File: config.mk
export PLATFORM = sky130hd
export DESIGN_NAME = controle_jogo_flat
export DESIGN_NICKNAME = d
export VERILOG_FILES = /design/src/rtl/controle_jogo_if.sv /design/src/rtl/controle_jogo.sv /design/src/flat_wrapper.sv
export SDC_FILE = /design/constraint.sdc
export NUM_CORES = 1
export LEC_CHECK = 0
export CORE_MARGIN = 3
export CORE_UTILIZATION = 36
export CTS_BUF_LIST = sky130_fd_sc_hd__clkbuf_8
export CTS_CLUSTER_DIAMETER = 80
export CTS_CLUSTER_SIZE = 16
export DETAILED_ROUTE_END_ITERATION = 10
export HOLD_SLACK_MARGIN = 0.12
export PLACE_DENSITY_LB_ADDON = 0.15
export SYNTH_ARGS = -nofsm -noshare
export SYNTH_HDL_FRONTEND = slang
export SYNTH_SLANG_ARGS = --single-unit
File: constraint.sdc
create_clock -name clk -period 13 [get_ports clk]
set_input_delay 2.6 -clock clk [delete_from_list [all_inputs] [get_ports clk]]
set_output_delay 2.6 -clock clk [all_outputs]
set_load 0.01 [all_outputs]
File: src/rtl/controle_jogo_if.sv
// Signal bundle between the naval-game sequencer, its map selector and the player's controls.
interface controle_jogo_if;
    logic [2:0] chave_mapa;
    logic       confirmar;
    logic [2:0] linha;
    logic [2:0] coluna;
    logic       atacar;
    logic [6:0] mapa0;
    logic [6:0] mapa1;
    logic [6:0] mapa2;
    logic [6:0] mapa3;
    logic [6:0] mapa4;
    logic [2:0] sel_mapa;
    logic [4:0] saida_linhas;
    logic [6:0] saida_colunas;
    logic [5:0] acertos;
    logic [5:0] tentativas;
    logic       venceu;
    logic       perdeu;

    modport master (
        output chave_mapa, confirmar, linha, coluna, atacar,
        output mapa0, mapa1, mapa2, mapa3, mapa4,
        input  sel_mapa, saida_linhas, saida_colunas, acertos, tentativas, venceu, perdeu
    );

    modport slave (
        input  chave_mapa, confirmar, linha, coluna, atacar,
        input  mapa0, mapa1, mapa2, mapa3, mapa4,
        output sel_mapa, saida_linhas, saida_colunas, acertos, tentativas, venceu, perdeu
    );
endinterface

File: src/rtl/controle_jogo.sv
// Naval-game sequencer for a 5x7 LED matrix: map choice, shot tracking, win/loss and row scan.
// Optional macro PREVIA_MAPA_EN previews the selected map on the matrix while choosing.
module controle_jogo #(
    parameter int DIV            = 4,
    parameter int MAX_TENTATIVAS = 20
) (
    input  logic           clk,
    input  logic           reset,
    controle_jogo_if.slave bus
);
    typedef enum logic [1:0] {SELECAO, JOGO, VITORIA, DERROTA} estado_t;

    localparam int PW = (DIV > 1) ? $clog2(DIV) : 1;

    estado_t       r_estado, w_prox;
    logic [2:0]    r_sel;
    logic [34:0]   r_mask;
    logic [5:0]    r_acertos, r_tent, r_total;
    logic          r_venceu, r_perdeu;
    logic [PW-1:0] r_presc;
    logic [2:0]    r_linha;
    logic [4:0]    r_linhas;
    logic [6:0]    r_colunas;

    logic [5:0] w_total, w_idx, w_acertos_novo, w_tent_novo;
    logic [6:0] w_mapa_atk, w_mapa_scan, w_mask_scan, w_dado;
    logic [2:0] w_linha_prox;
    logic       w_coord_ok, w_ja_atirado, w_acerto, w_aceito, w_limpa;

    assign w_total      = 6'($countones({bus.mapa0, bus.mapa1, bus.mapa2, bus.mapa3, bus.mapa4}));
    assign w_coord_ok   = (bus.linha <= 3'd4) && (bus.coluna <= 3'd6);
    // Mask uses the map's own layout: row r occupies bits 7r+6..7r, column 0 at the top.
    assign w_idx        = 6'(bus.linha) * 6'd7 + 6'(3'd6 - bus.coluna);
    assign w_ja_atirado = w_coord_ok ? r_mask[w_idx] : 1'b1;
    assign w_aceito     = (r_estado == JOGO) && bus.atacar && !w_ja_atirado;
    assign w_acertos_novo = r_acertos + {5'd0, w_acerto};
    assign w_tent_novo    = r_tent + 6'd1;
    assign w_limpa        = bus.confirmar && (r_estado != JOGO);
    assign w_linha_prox   = (r_linha == 3'd4) ? 3'd0 : r_linha + 3'd1;

    // NOTE: every always_comb output gets a default first so no path can infer a latch.
    always_comb begin
        w_mapa_atk = '0;
        w_acerto   = 1'b0;
        case (bus.linha)
            3'd0:    w_mapa_atk = bus.mapa0;
            3'd1:    w_mapa_atk = bus.mapa1;
            3'd2:    w_mapa_atk = bus.mapa2;
            3'd3:    w_mapa_atk = bus.mapa3;
            3'd4:    w_mapa_atk = bus.mapa4;
            default: w_mapa_atk = '0;
        endcase
        if (w_coord_ok) w_acerto = w_mapa_atk[3'd6 - bus.coluna];
    end

    always_comb begin
        w_prox = r_estado;
        case (r_estado)
            SELECAO: if (bus.confirmar) w_prox = (w_total == 6'd0) ? VITORIA : JOGO;
            JOGO: begin
                if (w_aceito) begin
                    if (w_acertos_novo == r_total)                  w_prox = VITORIA;
                    else if (w_tent_novo == 6'(MAX_TENTATIVAS))     w_prox = DERROTA;
                end
            end
            VITORIA, DERROTA: if (bus.confirmar) w_prox = SELECAO;
            default: w_prox = SELECAO;
        endcase
    end

    // NOTE: sequential state uses non-blocking assignments so every register samples pre-edge values.
    always_ff @(posedge clk) begin
        if (reset) r_estado <= SELECAO;
        else       r_estado <= w_prox;
    end

    always_ff @(posedge clk) begin
        if (reset) begin
            r_sel     <= '0;
            r_mask    <= '0;
            r_acertos <= '0;
            r_tent    <= '0;
            r_total   <= '0;
            r_venceu  <= 1'b0;
            r_perdeu  <= 1'b0;
        end else begin
            r_venceu <= (w_prox == VITORIA);
            r_perdeu <= (w_prox == DERROTA);
            if (r_estado == SELECAO && !bus.confirmar) r_sel   <= bus.chave_mapa;
            if (r_estado == SELECAO &&  bus.confirmar) r_total <= w_total;
            if (w_limpa) begin
                r_mask    <= '0;
                r_acertos <= '0;
                r_tent    <= '0;
            end else if (w_aceito) begin
                r_mask[w_idx] <= 1'b1;
                r_acertos     <= w_acertos_novo;
                r_tent        <= w_tent_novo;
            end
        end
    end

    // Column data is chosen for the row about to be shown, so it changes together with the row enable.
    always_comb begin
        w_mapa_scan = '0;
        w_mask_scan = '0;
        w_dado      = '0;
        case (w_linha_prox)
            3'd0:    begin w_mapa_scan = bus.mapa0; w_mask_scan = r_mask[6:0];   end
            3'd1:    begin w_mapa_scan = bus.mapa1; w_mask_scan = r_mask[13:7];  end
            3'd2:    begin w_mapa_scan = bus.mapa2; w_mask_scan = r_mask[20:14]; end
            3'd3:    begin w_mapa_scan = bus.mapa3; w_mask_scan = r_mask[27:21]; end
            3'd4:    begin w_mapa_scan = bus.mapa4; w_mask_scan = r_mask[34:28]; end
            default: begin w_mapa_scan = '0;        w_mask_scan = '0;            end
        endcase
        case (r_estado)
            JOGO:             w_dado = w_mask_scan;
            VITORIA, DERROTA: w_dado = w_mapa_scan;
`ifdef PREVIA_MAPA_EN
            SELECAO:          w_dado = w_mapa_scan;
`else
            SELECAO:          w_dado = '0;
`endif
            default:          w_dado = '0;
        endcase
    end

    always_ff @(posedge clk) begin
        if (reset) begin
            r_presc   <= '0;
            r_linha   <= '0;
            r_linhas  <= 5'b00001;
            r_colunas <= '0;
        end else if (r_presc == PW'(DIV - 1)) begin
            r_presc   <= '0;
            r_linha   <= w_linha_prox;
            r_linhas  <= 5'b00001 << w_linha_prox;
            r_colunas <= w_dado;
        end else begin
            r_presc <= r_presc + PW'(1);
        end
    end

    assign bus.sel_mapa      = r_sel;
    assign bus.saida_linhas  = r_linhas;
    assign bus.saida_colunas = r_colunas;
    assign bus.acertos       = r_acertos;
    assign bus.tentativas    = r_tent;
    assign bus.venceu        = r_venceu;
    assign bus.perdeu        = r_perdeu;
endmodule
File: src/flat_wrapper.sv
// flat-port wrapper written by rule: the top's interface ports become plain ports
module controle_jogo_flat 
#(
    parameter int DIV            = 4,
    parameter int MAX_TENTATIVAS = 20
)
  (clk, reset, bus_chave_mapa, bus_confirmar, bus_linha, bus_coluna, bus_atacar, bus_mapa0, bus_mapa1, bus_mapa2, bus_mapa3, bus_mapa4, bus_sel_mapa, bus_saida_linhas, bus_saida_colunas, bus_acertos, bus_tentativas, bus_venceu, bus_perdeu);
  controle_jogo_if bus_i ();
  input  logic clk;
  input  logic reset;
  input wire logic [$bits(bus_i.chave_mapa)-1:0] bus_chave_mapa;
  input wire logic [$bits(bus_i.confirmar)-1:0] bus_confirmar;
  input wire logic [$bits(bus_i.linha)-1:0] bus_linha;
  input wire logic [$bits(bus_i.coluna)-1:0] bus_coluna;
  input wire logic [$bits(bus_i.atacar)-1:0] bus_atacar;
  input wire logic [$bits(bus_i.mapa0)-1:0] bus_mapa0;
  input wire logic [$bits(bus_i.mapa1)-1:0] bus_mapa1;
  input wire logic [$bits(bus_i.mapa2)-1:0] bus_mapa2;
  input wire logic [$bits(bus_i.mapa3)-1:0] bus_mapa3;
  input wire logic [$bits(bus_i.mapa4)-1:0] bus_mapa4;
  output wire logic [$bits(bus_i.sel_mapa)-1:0] bus_sel_mapa;
  output wire logic [$bits(bus_i.saida_linhas)-1:0] bus_saida_linhas;
  output wire logic [$bits(bus_i.saida_colunas)-1:0] bus_saida_colunas;
  output wire logic [$bits(bus_i.acertos)-1:0] bus_acertos;
  output wire logic [$bits(bus_i.tentativas)-1:0] bus_tentativas;
  output wire logic [$bits(bus_i.venceu)-1:0] bus_venceu;
  output wire logic [$bits(bus_i.perdeu)-1:0] bus_perdeu;
  assign bus_i.chave_mapa = bus_chave_mapa;
  assign bus_i.confirmar = bus_confirmar;
  assign bus_i.linha = bus_linha;
  assign bus_i.coluna = bus_coluna;
  assign bus_i.atacar = bus_atacar;
  assign bus_i.mapa0 = bus_mapa0;
  assign bus_i.mapa1 = bus_mapa1;
  assign bus_i.mapa2 = bus_mapa2;
  assign bus_i.mapa3 = bus_mapa3;
  assign bus_i.mapa4 = bus_mapa4;
  assign bus_sel_mapa = bus_i.sel_mapa;
  assign bus_saida_linhas = bus_i.saida_linhas;
  assign bus_saida_colunas = bus_i.saida_colunas;
  assign bus_acertos = bus_i.acertos;
  assign bus_tentativas = bus_i.tentativas;
  assign bus_venceu = bus_i.venceu;
  assign bus_perdeu = bus_i.perdeu;
  controle_jogo #(.DIV(DIV), .MAX_TENTATIVAS(MAX_TENTATIVAS)) u_core (.clk(clk), .reset(reset), .bus(bus_i));
endmodule
-- After elaboration in Yosys (flattened, before gate mapping)
Index checks and enable logic that the tools add are counted.
- bits in registers: 77
- bits of input ports: 48
- output and inout bits: 29
- word-level logic and storage cells: 115
- add/sub/neg operators: 41
- $mul: 1
- order comparisons: 5
- equal/unequal tests: 18
- shift-type cells: 1
- multiplexer cells: 20
- bitwise gates (word level): 1
- reduce and logical (&&, ||, !) cells: 16
- operators with widths (kind ; count):
    $pmux W7 S5 ; 3
    $add A6 B6 Y6 ; 17
    $or A35 B35 Y35 ; 1
    $add A1 B1 Y2 ; 17
    $pmux W7 S3 ; 1
    $add A6 B1 Y6 ; 2
    $eq A3 B2 Y1 const B ; 4
    $mux W2 ; 6
    $eq A2 B2 Y1 const B ; 5
    $eq A3 B3 Y1 const B ; 3
    $logic_and A1 B1 Y1 ; 7
    $lt A6 B7 Y1 const B ; 1
    $add A6 B1 Y6 const B ; 1
    $bmux W1 S6 ; 1
    $demux W1 S6 ; 1
    $eq A3 B1 Y1 const B ; 2
    $eq A6 B5 Y1 const B ; 1
    $eq A6 B6 Y1 ; 1
    $ge A6 B1 Y1 const B ; 1
    $le A3 B3 Y1 const B ; 2
    $logic_not A3 Y1 ; 2
    $logic_not A6 Y1 ; 1
    $mul A3 B3 Y6 const B ; 1
    $pmux W2 S3 ; 1
    other kinds (14) ; 21

-- Depth between registers and ports, before layout
Gate-level depths: netlist of run 1.
- word-level depth: 11
- depth in mapped cells: 20
- mapped depth without buffers: 20

-- Worst setup path after synthesis of run 1
Ideal clock, no wire load.
- kind: input-to-reg
- from: input port bus_mapa0[4]
- to: register u_core.r_perdeu, in the netlist u_core.bus.perdeu
- setup time: 0.060 ns
- arrival time: 8.008 ns
- required time: 12.940 ns
- setup slack: 4.933 ns
- cell stages on the path: 17
- buffers on the path: 0
- path through: ha_1 > fa_1 > inv_1 > fa_1 > fa_1 > fa_1 > fa_1 > inv_1 > fa_1 > ha_1 > fa_1 > xor2_1 > or4_1 > or3_1 > o31ai_1 > a41oi_1 > and3b_1
- longest elaborated chain between the ends: 10
- elaborated cells on any way between the ends: 16
- classes of those cells: add/sub (4); eq/ne (2); mux (9); reduce/logical (1)
- ends and longest elaborated chain (item ; RTL line ; RTL):
    start, declared ; flat_wrapper.sv:16 ; input wire logic [$bits(bus_i.mapa0)-1:0] bus_mapa0;
    $pmux W7 S5 ; controle_jogo.sv:45 ; case (bus.linha)
    $bmux W1 S3 ; controle_jogo.sv:53 ; if (w_coord_ok) w_acerto = w_mapa_atk[3'd6 - bus.coluna];
    $mux W1 (implied by the code) ; controle_jogo.sv:53 ;
    $mux W1 ; controle_jogo.sv:53 ;
    $add A6 B1 Y6 ; controle_jogo.sv:36 ; assign w_acertos_novo = r_acertos + {5'd0, w_acerto};
    $eq A6 B6 Y1 ; controle_jogo.sv:62 ; if (w_acertos_novo == r_total) w_prox = VITORIA;
    $mux W2 ; controle_jogo.sv:62 ;
    $mux W2 ; controle_jogo.sv:61 ; if (w_aceito) begin
    $pmux W2 S3 (*) ; controle_jogo.sv:58 ; case (r_estado)
    $eq A2 B2 Y1 (*) ; controle_jogo.sv:88 ; r_perdeu <= (w_prox == DERROTA);
    end signal, assigned ; controle_jogo.sv:88 ;
    end, declared ; controle_jogo.sv:19 ; logic r_venceu, r_perdeu;
Every way passes the cells marked *; elsewhere a longest branch is shown, timed or not. The select of a mux whose other input is x is not followed.
A chain may end at the register's enable or synchronous reset.

-- Worst setup path in the final report of run 1
- from: input port bus_mapa2[6]
- to: register u_core.r_perdeu, in the netlist u_core.bus.perdeu
- longest elaborated chain between the ends: 11
- elaborated cells on any way between the ends: 19
- classes of those cells: add/sub (7); eq/ne (2); mux (9); reduce/logical (1)
- ends and longest elaborated chain (item ; RTL line ; RTL):
    start, declared ; flat_wrapper.sv:18 ; input wire logic [$bits(bus_i.mapa2)-1:0] bus_mapa2;
    $add A1 B1 Y2 (implied by the code) ; controle_jogo.sv:30 ; assign w_total = 6'($countones({bus.mapa0, bus.mapa1, bus.mapa2, bus.mapa3, bus.mapa4}));
    $add A6 B6 Y6 (implied by the code) (5 in a row) ; controle_jogo.sv:30 ;
    $logic_not A6 Y1 ; controle_jogo.sv:59 ; SELECAO: if (bus.confirmar) w_prox = (w_total == 6'd0) ? VITORIA : JOGO;
    $mux W2 (2 in a row) ; controle_jogo.sv:59 ;
    $pmux W2 S3 (*) ; controle_jogo.sv:58 ;
    $eq A2 B2 Y1 (*) ; controle_jogo.sv:88 ;
Marked as above.

==> results of run 1 <==
[kinds of logic (layout without fill, tap and decap cells)]
logic type               Yosys count  count (layout)  share of synthesized area [%]
buffers and inverters            102             166                           7.13
flip-flops                        77              77                           26.4
AND/OR/NAND/NOR                  152             152                           13.4
adder cells (fa/ha/maj)           83              83                           21.9
AO/OA/AOI/OAI                    178             178                           21.9
multiplexers                      30              30                           6.27
XOR/XNOR                          17              17                           2.88
[placed cells by master, fill, tap and decap left out, types with 3 or more instances in the layout]
master / count
sky130_fd_sc_hd__a21oi_1: 36
sky130_fd_sc_hd__o21ai_0: 11
sky130_fd_sc_hd__nor2_1: 36
sky130_fd_sc_hd__mux2i_1: 23
sky130_fd_sc_hd__o21ai_1: 7
sky130_fd_sc_hd__nand3_1: 16
sky130_fd_sc_hd__o211ai_1: 9
sky130_fd_sc_hd__a21o_1: 5
sky130_fd_sc_hd__ha_1: 51
sky130_fd_sc_hd__a22o_1: 32
sky130_fd_sc_hd__nor2b_1: 3
sky130_fd_sc_hd__clkdlybuf4s50_1: 76
sky130_fd_sc_hd__or4_1: 7
sky130_fd_sc_hd__clkbuf_8: 9
sky130_fd_sc_hd__nor3_1: 10
sky130_fd_sc_hd__xor2_1: 6
sky130_fd_sc_hd__inv_1: 71
sky130_fd_sc_hd__dfxtp_1: 77
sky130_fd_sc_hd__nand4_1: 4
sky130_fd_sc_hd__a22oi_1: 34
sky130_fd_sc_hd__nor3b_1: 3
sky130_fd_sc_hd__mux4_2: 5
sky130_fd_sc_hd__nand2b_1: 4
sky130_fd_sc_hd__fa_1: 32
sky130_fd_sc_hd__nor4_1: 3
sky130_fd_sc_hd__o31ai_1: 7
sky130_fd_sc_hd__a222oi_1: 8
sky130_fd_sc_hd__buf_4: 5
sky130_fd_sc_hd__nand2_1: 47
sky130_fd_sc_hd__xnor2_1: 10
sky130_fd_sc_hd__a211oi_1: 14
[critical path: cells and delay by family]
kind	cells	cell delay, ns
XOR/XNOR	1	0.17
adder cells (fa/ha/maj)	9	3.84
buffers and inverters	5	0.75
AO/OA/AOI/OAI	2	0.39
AND/OR/NAND/NOR	3	1.05
[through the flow]
stage          area (sq um)  worst slack [ns]  total power [uW]  hold slack (ns)  util (%)
2_1_floorplan          5830              4.93               838            0.404         -
3_3_place_gp           6740              4.26               998            0.413      43.4
3_5_place_dp           6740              4.15              1010            0.421      43.4
4_1_cts                6940              4.52              1200            0.433      44.6
5_1_grt                6940              4.29              1320            0.472      44.6
6_report               6940              4.48              1190            0.428      44.6
[worst max-delay path by stage]
stage / startpoint / to / slack, ns / depth (start not counted)
6_report: bus_mapa2[6] / u_core.bus.perdeu$_SDFF_PP0_ / 4.48 / 20
5_1_grt: bus_mapa2[6] / u_core.bus.perdeu$_SDFF_PP0_ / 4.29 / 20
4_1_cts: bus_mapa2[6] / u_core.bus.perdeu$_SDFF_PP0_ / 4.52 / 20
3_5_place_dp: bus_mapa4[6] / u_core.bus.perdeu$_SDFF_PP0_ / 4.15 / 18
3_3_place_gp: bus_mapa4[6] / u_core.bus.perdeu$_SDFF_PP0_ / 4.26 / 18
2_1_floorplan: bus_mapa0[4] / u_core.bus.perdeu$_SDFF_PP0_ / 4.93 / 17
[flip-flops by register name, summed over array words and instances, names as in the netlist]
signal and flops:
u_core.r_mask 35, u_core.bus.perdeu 1, u_core.bus.venceu 1, u_core.bus.saida_linhas 5, u_core.r_linha 3, u_core.bus.saida_colunas 7, u_core.bus.tentativas 6, u_core.r_presc 2
u_core.r_estado 2, u_core.bus.sel_mapa 3, u_core.r_total 6, u_core.bus.acertos 6
[report_power, final]
| part | switching, uW | internal (uW) | leakage (uW) |
|---|---|---|---|
| registers | 14.6 | 253 | 0.000623 |
| logic | 426 | 317 | 0.00202 |
| clock network | 90.2 | 88.0 | 0.000102 |
| total | 531 | 659 | 0.00274 |
[routing by layer]
| layer | track usage (%) | vias up |
|---|---|---|
| li1 | - | 2436 |
| met1 | 26.5 | 2546 |
| met2 | 31.8 | 209 |
| met3 | 3.89 | 17 |
| met4 | 5.89 | 0 |
| met5 | 0 | - |
[final cells by class]
| type | instances | area [sq um] | area share (%) |
|---|---|---|---|
| clock buffer | 9 | 124 | 1.79 |
| multi-input combinational | 460 | 3880 | 56.0 |
| sequential | 77 | 1540 | 22.2 |
| timing repair buffer | 81 | 798 | 11.5 |
| clock inverter | 7 | 67.6 | 0.974 |
| tap | 211 | 264 | 3.81 |
| inverter | 69 | 259 | 3.73 |
==> summary by stage, run 1 <==
STA
The final number of max-transition violations was 0. The setup violation total in the final timing report is 0. Across the routed clock network, the largest skew measured is 0.0166 ns.

In the final timing run, aggregate negative setup slack is 0 ns. The maximum frequency from static timing analysis is 117 MHz. The number of failing hold endpoints at the final stage is 0. The relative max-transition margin is 27.7%. In the finished design, the share of the clock period the worst path needs comes to 65.5%. The smallest clock period supported by the final layout is computed as 8.52 ns. At the pin with the least slew margin, the transition time is 1.08 ns.

Setup repair after global routing left no endpoint under its margin.

Yosys
The share of the Yosys chip area taken by registers is 26.4%. The synthesized net count is 770. For this run, the leading register cell type out of synthesis is sky130_fd_sc_hd__dfxtp_1. In this run, distinct cell masters in the synthesized netlist total 58.

For this run, the number of Yosys warnings is 0. By area the synthesized netlist is led by sky130_fd_sc_hd__dfxtp_1 (26%), sky130_fd_sc_hd__fa_1 (11%), sky130_fd_sc_hd__ha_1 (11%), sky130_fd_sc_hd__a22o_1 (4.8%), sky130_fd_sc_hd__inv_1 (4.4%). By count the netlist is led by sky130_fd_sc_hd__dfxtp_1 (77), sky130_fd_sc_hd__inv_1 (69), sky130_fd_sc_hd__ha_1 (51). A synthesized cell averages 9.12 sq um. For this run, asynchronously set or reset flops after synthesis account for 0%. The dominant cell by count in the synthesized netlist is sky130_fd_sc_hd__dfxtp_1. The leading area contributor after synthesis is sky130_fd_sc_hd__dfxtp_1. The number of instances in the synthesized netlist is 639.

The share of Yosys cell area claimed by the top area cell type is 26.4%. Counting flops with a built-in enable in the synthesized netlist gives 0. The area of the mapped netlist is 5830 sq um. The register bit total from synthesis is 77.

Setup path
The required time of the critical path is 13.29 ns. The most frequent cell on the critical path is sky130_fd_sc_hd__fa_1. STA classifies the critical path endpoint as a register. The startpoint type of the worst setup path is an input pin. The worst reg-to-reg path cell count is 10. The critical path goes through clkdlybuf4s50_1 -> ha_1 -> inv_1 -> fa_1 -> inv_1 -> fa_1 -> fa_1 -> inv_1 -> fa_1 -> fa_1 -> inv_1 -> fa_1 -> ha_1 -> fa_1 -> xor2_1 -> or4_1 -> or3_1 -> o31ai_1 -> a41oi_1 -> and3b_1. The type of the worst setup path is in -> reg.

The endpoint of the lowest-slack register-to-register path is u_core.bus.saida_colunas[5]$_SDFFE_PP0P_. The cell with the largest stage delay on the worst path is sky130_fd_sc_hd__fa_1. The delay contributed by the slowest stage of the critical path is 0.55 ns. The worst reg-to-reg setup slack is 9.56 ns. Of all nets on the critical path, the largest fanout is 3. The startpoint identified for the worst register-to-register timing path is u_core.r_linha[0]$_SDFFE_PP0P_.

At the worst endpoint, the arrival time is 8.81 ns.

Global route
The total routing usage reported by global routing is 19.6%. The number of antenna violations at the first check in global routing is 0. The number of global-route vias before repair came to 5,167. Entering global routing, the biggest net connects 40 pins.

The total overflow left after global routing is 0. The first global-routing pass estimated 28,000 um of wire.

Power
The power density normalized to cell area is 171 nW/um^2. In this run the static leakage power is 0.00274 uW. The maximum vdd drop is 0.185 mV.

Clock network
The maximum buffer depth of the clock tree is 2. TritonCTS built the clock tree. The number of sinks handled by clock tree synthesis is 77. The H-tree level count is 3. The clock root buffer is sky130_fd_sc_hd__clkbuf_8. Buffers inserted to repair hold after CTS numbered 0.

Buffers added to address setup during post-CTS repair amount to 0. TritonCTS created 9 clock buffers. After clock tree synthesis, the repair step resized 0 gates. The clock transition time at the flip-flop clock pins of the worst setup and hold paths is 0.08 ns. The clock reaches the later pin of the worst-skew pair after 0.36 ns.

Floorplan
77 I/O pins were placed. The starting density of the core is 37.5%. From left edge to right edge, the die measures 133 um. The total die area is 17,800 sq um.

The site row count is 45. The area of the placeable core is 15,500 sq um. The vertical die dimension is 133 um.

Place
The port buffer count is 76. Once detailed placement completed, the half-perimeter wirelength came to 13,400 um. The final weighted congestion in routability-driven placement is 0.889. The number of placed instances with taps included is 898.

Cells and area
At the end of the flow, the number of nets in the layout was 829. The number of antenna diodes is 0. The number of standard cells in the final layout excluding fillers is 914. The proportion of layout cells with a drive suffix above 1 is 5.69%. Counting the fill cells in the layout gives 1,550. The relative area change from synthesis to final layout is 19.0%.

Run status
The run finished with clean final reports.

Drt
The sum of met3 wire segment lengths after detailed routing is 1240 um. The detail route stage leaves a number of antenna-violating nets equal to 0. The length of routed met2 wiring is 8050 um. The met1 wire length is 7790 um. The number of iterations in the first detailed-routing pass is 6. The total via count in the routed design is 5,208. In the routed design, unresolved DRC markers number 0. The highest metal layer with signal wires is met4. The detailed-route wire length is 17,300 um.

In the final routed layout, each cell accounts on average for 19.0 um. Dividing the detail-routed via count by the number of cells gives 5.70. For this block, the initial DRC count from the detailed router was 471.

Min path
The terminating pin of the worst hold path is u_core.r_presc[0]$_SDFF_PP0_. The number of instances on the worst hold path is 1. The startpoint identified for the worst hold timing path is u_core.r_presc[0]$_SDFF_PP0_. In this run the worst hold path is classified as reg -> reg.

Job
Max-cap violations in this run came to 0.
Note: power is estimated with default switching activity, not from simulation.
==> run 2: changes to the inputs <==
==> constraint.sdc (replaced) <==
create_clock -name clk -period 8 [get_ports clk]
set_input_delay 1.6 -clock clk [delete_from_list [all_inputs] [get_ports clk]]
set_output_delay 1.6 -clock clk [all_outputs]
set_load 0.01 [all_outputs]
==> run 2 against run 1 <==
Final cell count unchanged. Die area stayed put. Combinational power is 63% higher. Final area increased by 0.16%. Total power increased by 64%. Critical path type unchanged. Critical endpoint unchanged.
==> summary by stage, run 2 (synthesis results as in run 1) <==
Drt
The routed design uses 7960 um of met2 wire. After detailed routing, the total wire length is 17,300 um. Dividing the detail-routed wire length by the instance count gives 18.9 um.

The met1 wire length is 7760 um. Detailed routing inserted a total of 5,185 vias. The first-iteration detailed-routing DRC count is 355.

The sum of met3 wire segment lengths after detailed routing is 1230 um. The count of nets left with antenna violations after detail routing is 0. For this run, design rule violations remaining after detail routing come to 0. Using the TritonRoute via totals, the vias-per-cell ratio works out to 5.67.

The highest metal layer with signal wires is met4. The number of iterations in the first detailed-routing pass is 5.

Min path
The worst hold path belongs to the class reg -> reg.

Global route
The total routing usage reported by global routing is 19.6%. The number of global-route vias before repair is 5,182. The number of antenna violations at the first check in global routing was 0. The total global routing overflow is 0. Entering global routing, the biggest net connects 40 pins. The first global-routing pass estimated 28,000 um of wire.

Floorplan
The site row count is 45. The vertical die dimension is 133 um. The total die area is 17,800 sq um.

After floorplanning, the core was sized to cover 15,500 sq um. The number of top-level pins is 77. The floorplan step set the die width to 133 um.

The starting density of the core is 37.5%.

Setup path
The worst endpoint data arrival time is 7.77 ns. STA classifies the critical path startpoint as an input pin. The critical path is of the in -> reg type. For the worst setup path, the data required time is 8.29 ns.

The biggest fanout along the worst timing path is 3. The element type at the critical path end is a register.

STA
The maximum frequency from static timing analysis is 134 MHz. The post-route clock period utilization is 93.6%. The worst clock skew is 0.00996 ns. The pin slew with the least headroom to its limit is 1.06 ns. Setup repair after global routing left no endpoint under its margin. Setup violations remaining at the end of the flow were counted as 0. The worst hold slack is 0.428 ns.

The final number of max-transition violations was 0. Setup slack on the critical path of the routed design comes to 0.510 ns. The shortest clock period the worst path allows after layout is 7.49 ns. The relative max-transition margin is 29.0%. Summed over all failing endpoints, the final setup total negative slack is 0 ns.

The number of failing hold endpoints at the final stage came to 0.

Clock network
The clock transition time at the flip-flop clock pins of the worst setup and hold paths is 0.08 ns. Gates resized during post-CTS repair numbered 0. Clock tree synthesis inserted a total of 9 buffers.

Buffers inserted to repair hold after CTS numbered 0. The post-CTS repair timing setup buffer count is 0. TritonCTS built the clock tree. The clock tree synthesis step divided the H-tree into 3 levels. The number of sinks handled by clock tree synthesis is 77. The cell sitting at the root of the clock tree is a sky130_fd_sc_hd__clkbuf_8. No sink is reached through more buffers than the 2 on the longest clock path.

The later pin in the worst-skew pair is clocked with a latency of 0.35 ns.

Cells and area
The core occupancy in the finished layout is 44.7%. The number of antenna diodes is 0. In the layout the commonest cells are sky130_fd_sc_hd__dfxtp_1 (77), sky130_fd_sc_hd__clkdlybuf4s50_1 (76), sky130_fd_sc_hd__inv_1 (71), sky130_fd_sc_hd__ha_1 (51), sky130_fd_sc_hd__nand2_1 (47). The library cell used most frequently in the layout, excluding fill and tap cells, is sky130_fd_sc_hd__dfxtp_1.

The most flop-heavy register is u_core.r_mask. The final standard cell area without fillers is 6950 sq um. The final layout contains 829 nets. The fill cell instance count of the final layout is 1,566. The post-route netlist has 5.69% of its cells at a drive strength greater than 1. The number of flip-flops in the largest register is 35. The relative area change from synthesis to final layout is 19.2%.

Power
Across the VDD grid, the largest voltage drop is 0.340 mV. In this run the power density over the cells is 280 nW/um^2. Summed over all cells, the static leakage comes to 0.00275 uW.

Place
The post-detailed-placement half-perimeter wirelength is 13,500 um. Before CTS, the worst setup slack after placement is 0.183 ns. Routability-driven placement finished with a final weighted congestion of 0.889. The placed instance area is 6740 sq um. During placement, the flow inserted port buffers numbering 76.

Job
The count of maximum capacitance violations is 0.

Run status
The flow ran to the end, and the final reports show no timing, DRC or antenna violations.
run 2: cell count changes in the layout (fill, tap and decap cells not counted), sizes merged:
| cell | previous run | this run |
|---|---|---|
| clkbuf | 9 | 11 |
| clkinvlp | 1 | 0 |
| inv | 72 | 71 |
run 2: critical path: stages:
cell and delay [ns]:
sky130_fd_sc_hd__clkdlybuf4s50_1 0.50, sky130_fd_sc_hd__ha_1 0.37, sky130_fd_sc_hd__fa_1 0.54, sky130_fd_sc_hd__inv_1 0.05, sky130_fd_sc_hd__fa_1 0.46, sky130_fd_sc_hd__fa_1 0.45
sky130_fd_sc_hd__fa_1 0.49, sky130_fd_sc_hd__fa_1 0.54, sky130_fd_sc_hd__inv_1 0.06, sky130_fd_sc_hd__fa_1 0.47, sky130_fd_sc_hd__ha_1 0.24, sky130_fd_sc_hd__fa_1 0.40
sky130_fd_sc_hd__xor2_1 0.17, sky130_fd_sc_hd__or4_1 0.39, sky130_fd_sc_hd__or3_1 0.41, sky130_fd_sc_hd__o31ai_1 0.26, sky130_fd_sc_hd__a41oi_1 0.11, sky130_fd_sc_hd__and3b_1 0.26
run 2: routing by layer:
metal | global-route usage [%] | vias up
met1 | 26.6 | 2517
met4 | 5.89 | 0
met5 | 0 | -
met3 | 4.12 | 28
met2 | 31.5 | 201
li1 | - | 2439
run 2: cell type report:
type	instances	area (sq um)	area share [%]
clock inverter	5	51.3	0.738
clock buffer	11	151	2.18
inverter	69	259	3.73
timing repair buffer	81	798	11.5
tap	211	264	3.80
multi-input combinational	460	3880	55.9
sequential	77	1540	22.2
run 2: metrics by stage:
step | std cells | power [uW]
6_report | 914 | 1950
5_1_grt | 914 | 2160
4_1_cts | 914 | 1960
2_1_floorplan | 639 | 1360
3_3_place_gp | 898 | 1620
3_5_place_dp | 898 | 1640
run 2: worst paths after layout:
path	from	cells past startpoint	slack, ns	end
worst min register to register	u_core.r_presc[0]$_SDFF_PP0_	1	0.43	u_core.r_presc[0]$_SDFF_PP0_
worst max-delay path	bus_mapa4[6]	18	0.51	u_core.bus.perdeu$_SDFF_PP0_
worst max register to register	u_core.r_linha[0]$_SDFFE_PP0P_	10	4.62	u_core.bus.saida_colunas[3]$_SDFFE_PP0P_
worst min-delay path	u_core.r_presc[0]$_SDFF_PP0_	1	0.43	u_core.r_presc[0]$_SDFF_PP0_
run 2: power breakdown:
part           internal (uW)  leakage, uW  switching, uW
logic                    516      0.00202            696
registers                411     0.000623           23.0
clock network            159     0.000112            141
total                   1090      0.00275            860
==> run 3: changes to the inputs <==
--- a/config.mk
+++ b/config.mk
@@ -13,6 +13,7 @@
 export DETAILED_ROUTE_END_ITERATION = 10
 export HOLD_SLACK_MARGIN = 0.12
 export PLACE_DENSITY_LB_ADDON = 0.15
+export RECOVER_POWER = 100
 export SYNTH_ARGS = -nofsm -noshare
 export SYNTH_HDL_FRONTEND = slang
 export SYNTH_SLANG_ARGS = --single-unit
==> run 3 against run 2 <==
The flow now finishes with violations (capacitance limit, slew limit). Worst setup slack lost 0.11 ns. Die area is the same. Core utilization shrank 0.30 points. Critical path type unchanged. Critical endpoint unchanged. Clock skew is essentially flat. Sequential cell count is the same. Via count shrank 0.37%. Largest power group unchanged. Non-clock buffer count is the same. Final area shrank 0.67%.
==> summary by stage, run 3 (synthesis results as in run 1) <==
Run status
The flow ran to the end, but the final reports show violations. The checks that failed: capacitance limit, slew limit.

Global route
For this run the aggregate overflow at the end of global routing stands at 0. The wire length of the first global-routing pass is 28,000 um. Entering global routing, the biggest net connects 40 pins. The number of antenna violations at the first check in global routing is 0. Across every metal layer, demand over resource in global routing totals 19.6%. The number of global-route vias before repair is 5,182.

STA
The number of failing hold endpoints at the final stage is 0. The relative max-transition margin is -47.1%. Setup violations remaining at the end of the flow were counted as 0. Adding up every negative setup slack in the final design gives 0 ns. On the final layout, the worst clock skew is 0.00998 ns. Setup repair after global routing left no endpoint under its margin. Counting I/O delays and the setup requirement, the final critical path takes 7.60 ns. The final number of max-transition violations is 29.

The maximum frequency from static timing analysis is 132 MHz. Of the available clock period, the critical path in the final layout requires 95.0%. The pin slew with the least headroom to its limit is 2.18 ns.

Drt
The average via count per standard cell is 5.65. For this run, design rule violations remaining after detail routing come to 0. The routed length per placed instance is 18.8 um. The count of nets left with antenna violations after detail routing is 0. The first-iteration detailed-routing DRC count is 427.

The total via count in the routed design is 5,166. For this run, the detailed router's first-pass iteration total came to 7. The detailed-route wire length is 17,200 um.

Clock network
The clock tree synthesis step divided the H-tree into 3 levels. The clock reaches the later pin of the worst-skew pair after 0.35 ns. The number of clock buffers added by TritonCTS is 9. The number of sinks handled by clock tree synthesis is 77. The clock root buffer is sky130_fd_sc_hd__clkbuf_8. Counting along the longest clock path gives a buffer depth of 2.

The post-CTS repair timing setup buffer count is 0. TritonCTS built the clock tree. After clock tree synthesis, the flow added hold-fix buffers numbering 0. The number of gates resized after CTS was 0. The clock transition time at the flip-flop clock pins of the worst setup and hold paths is 0.08 ns.

Setup path
For the worst setup path, the data arrival time is 7.89 ns. The critical path startpoint is bus_mapa4[6]. In this run the critical register-to-register path is launched from u_core.r_linha[0]$_SDFFE_PP0P_.

Of all nets on the critical path, the largest fanout is 3. The worst setup path is launched from an input pin. The required time of the critical path is 8.29 ns. The worst setup path is captured at a register. The critical path in this run is classified as in -> reg.

Floorplan
The area of the placeable core is 15,500 sq um. From left edge to right edge, the die measures 133 um. After floorplanning, the core was divided into 45 placement rows. The number of top-level pins is 77. The die covers 17,800 sq um. Measured along the y axis, the die boundary spans 133 um. For this configuration, the core starts out at a cell density of 37.5%.

Cells and area
Cells with a size suffix above 1 make up 4.84% of the layout. The register area is 1540 sq um. The repair_antennas step left the layout with diodes totalling 0.

The final standard cell area without fillers is 6900 sq um. In the layout the commonest cells are sky130_fd_sc_hd__dfxtp_1 (77), sky130_fd_sc_hd__inv_1 (71), sky130_fd_sc_hd__ha_1 (51), sky130_fd_sc_hd__nand2_1 (47), sky130_fd_sc_hd__clkdlybuf4s50_1 (43). Leaving out fill and tap cells, the most frequent cell in the layout is sky130_fd_sc_hd__dfxtp_1.

The relative area change from synthesis to final layout is 18.4%. The final layout contains 829 nets. Counting the fill cells in the layout gives 1,577. The total area of multi-input combinational cells is 3840 sq um. The most flop-heavy register is u_core.r_mask. The number of flip-flops in the largest register is 35.

Power
For this design the ratio of total power to cell area is 279 nW/um^2. The clock network power share is 15.6%. The switching share of total power is 44.0%. The analysis attributes to net switching a power of 846 uW.

The share of total power in combinational logic is 61.8%. Cell internal power was estimated by the tool at 1080 uW. In this run, flip-flops and latches consume 22.5% of the power. Summed over all cells, the static leakage comes to 0.00284 uW. Across the VDD grid, the largest voltage drop is 0.333 mV.

Place
The final weighted congestion in routability-driven placement is 0.889. In this run the cell area measured after placement is 6740 sq um. The post-detailed-placement half-perimeter wirelength is 13,500 um. Buffers placed on the I/O ports in this run total 76.

Min path
In this run the most critical hold path is launched from u_core.r_presc[0]$_SDFF_PP0_. In this run the worst hold path is classified as reg -> reg.

Job
The count of maximum capacitance violations is 2.
[run 3: final timing paths]
check,endpoint,slack (ns),depth (start not counted)
hold reg to reg,u_core.r_presc[0]$_SDFF_PP0_,0.43,1
setup reg to reg,u_core.bus.saida_colunas[4]$_SDFFE_PP0P_,3.62,10
setup / recovery,u_core.bus.perdeu$_SDFF_PP0_,0.40,18
hold / removal,u_core.r_presc[0]$_SDFF_PP0_,0.43,1
[run 3: final cells by class]
cell class,count,area share [%]
clock buffer,11,2.19
multi-input combinational,460,55.6
clock inverter,5,0.743
tap,211,3.83
inverter,69,3.75
timing repair buffer,81,11.5
sequential,77,22.3
[run 3: through the flow]
step	hold WS (ns)	total power [uW]	utilization, %	std cells	setup slack [ns]
final	0.428	1920	44.4	914	0.400
after global routing	0.473	2140	44.4	914	0.193
after CTS	0.432	1960	44.7	914	0.541
after detailed placement	0.421	1640	43.4	898	0.183
after global placement	0.413	1620	43.4	898	0.256
after floorplan	0.404	1360	-	639	0.933
[run 3: layer usage]
layer | share of wire [%] | track usage, %
met5 | 0 | 0
met4 | 1.8 | 5.89
met3 | 6.1 | 4.12
met2 | 46 | 31.5
met1 | 46 | 26.6
[run 3: critical path, cell delays in order]
cell                            delay [ns]
sky130_fd_sc_hd__dlygate4sd3_1        0.61
sky130_fd_sc_hd__ha_1                 0.36
sky130_fd_sc_hd__fa_1                 0.54
sky130_fd_sc_hd__inv_1                0.05
sky130_fd_sc_hd__fa_1                 0.46
sky130_fd_sc_hd__fa_1                 0.45
sky130_fd_sc_hd__fa_1                 0.49
sky130_fd_sc_hd__fa_1                 0.54
sky130_fd_sc_hd__inv_1                0.06
sky130_fd_sc_hd__fa_1                 0.47
sky130_fd_sc_hd__ha_1                 0.24
sky130_fd_sc_hd__fa_1                 0.40
sky130_fd_sc_hd__xor2_1               0.17
sky130_fd_sc_hd__or4_1                0.39
sky130_fd_sc_hd__or3_1                0.41
sky130_fd_sc_hd__o31ai_1              0.26
sky130_fd_sc_hd__a41oi_1              0.11
sky130_fd_sc_hd__and3b_1              0.28
[run 3: power by group through the flow]
stage	Clock (uW)	Sequential [uW]	Combinational [uW]
2_1_floorplan	0	440	922
3_3_place_gp	0	442	1180
3_5_place_dp	0	443	1200
4_1_cts	311	434	1210
5_1_grt	323	438	1380
6_report	300	434	1190
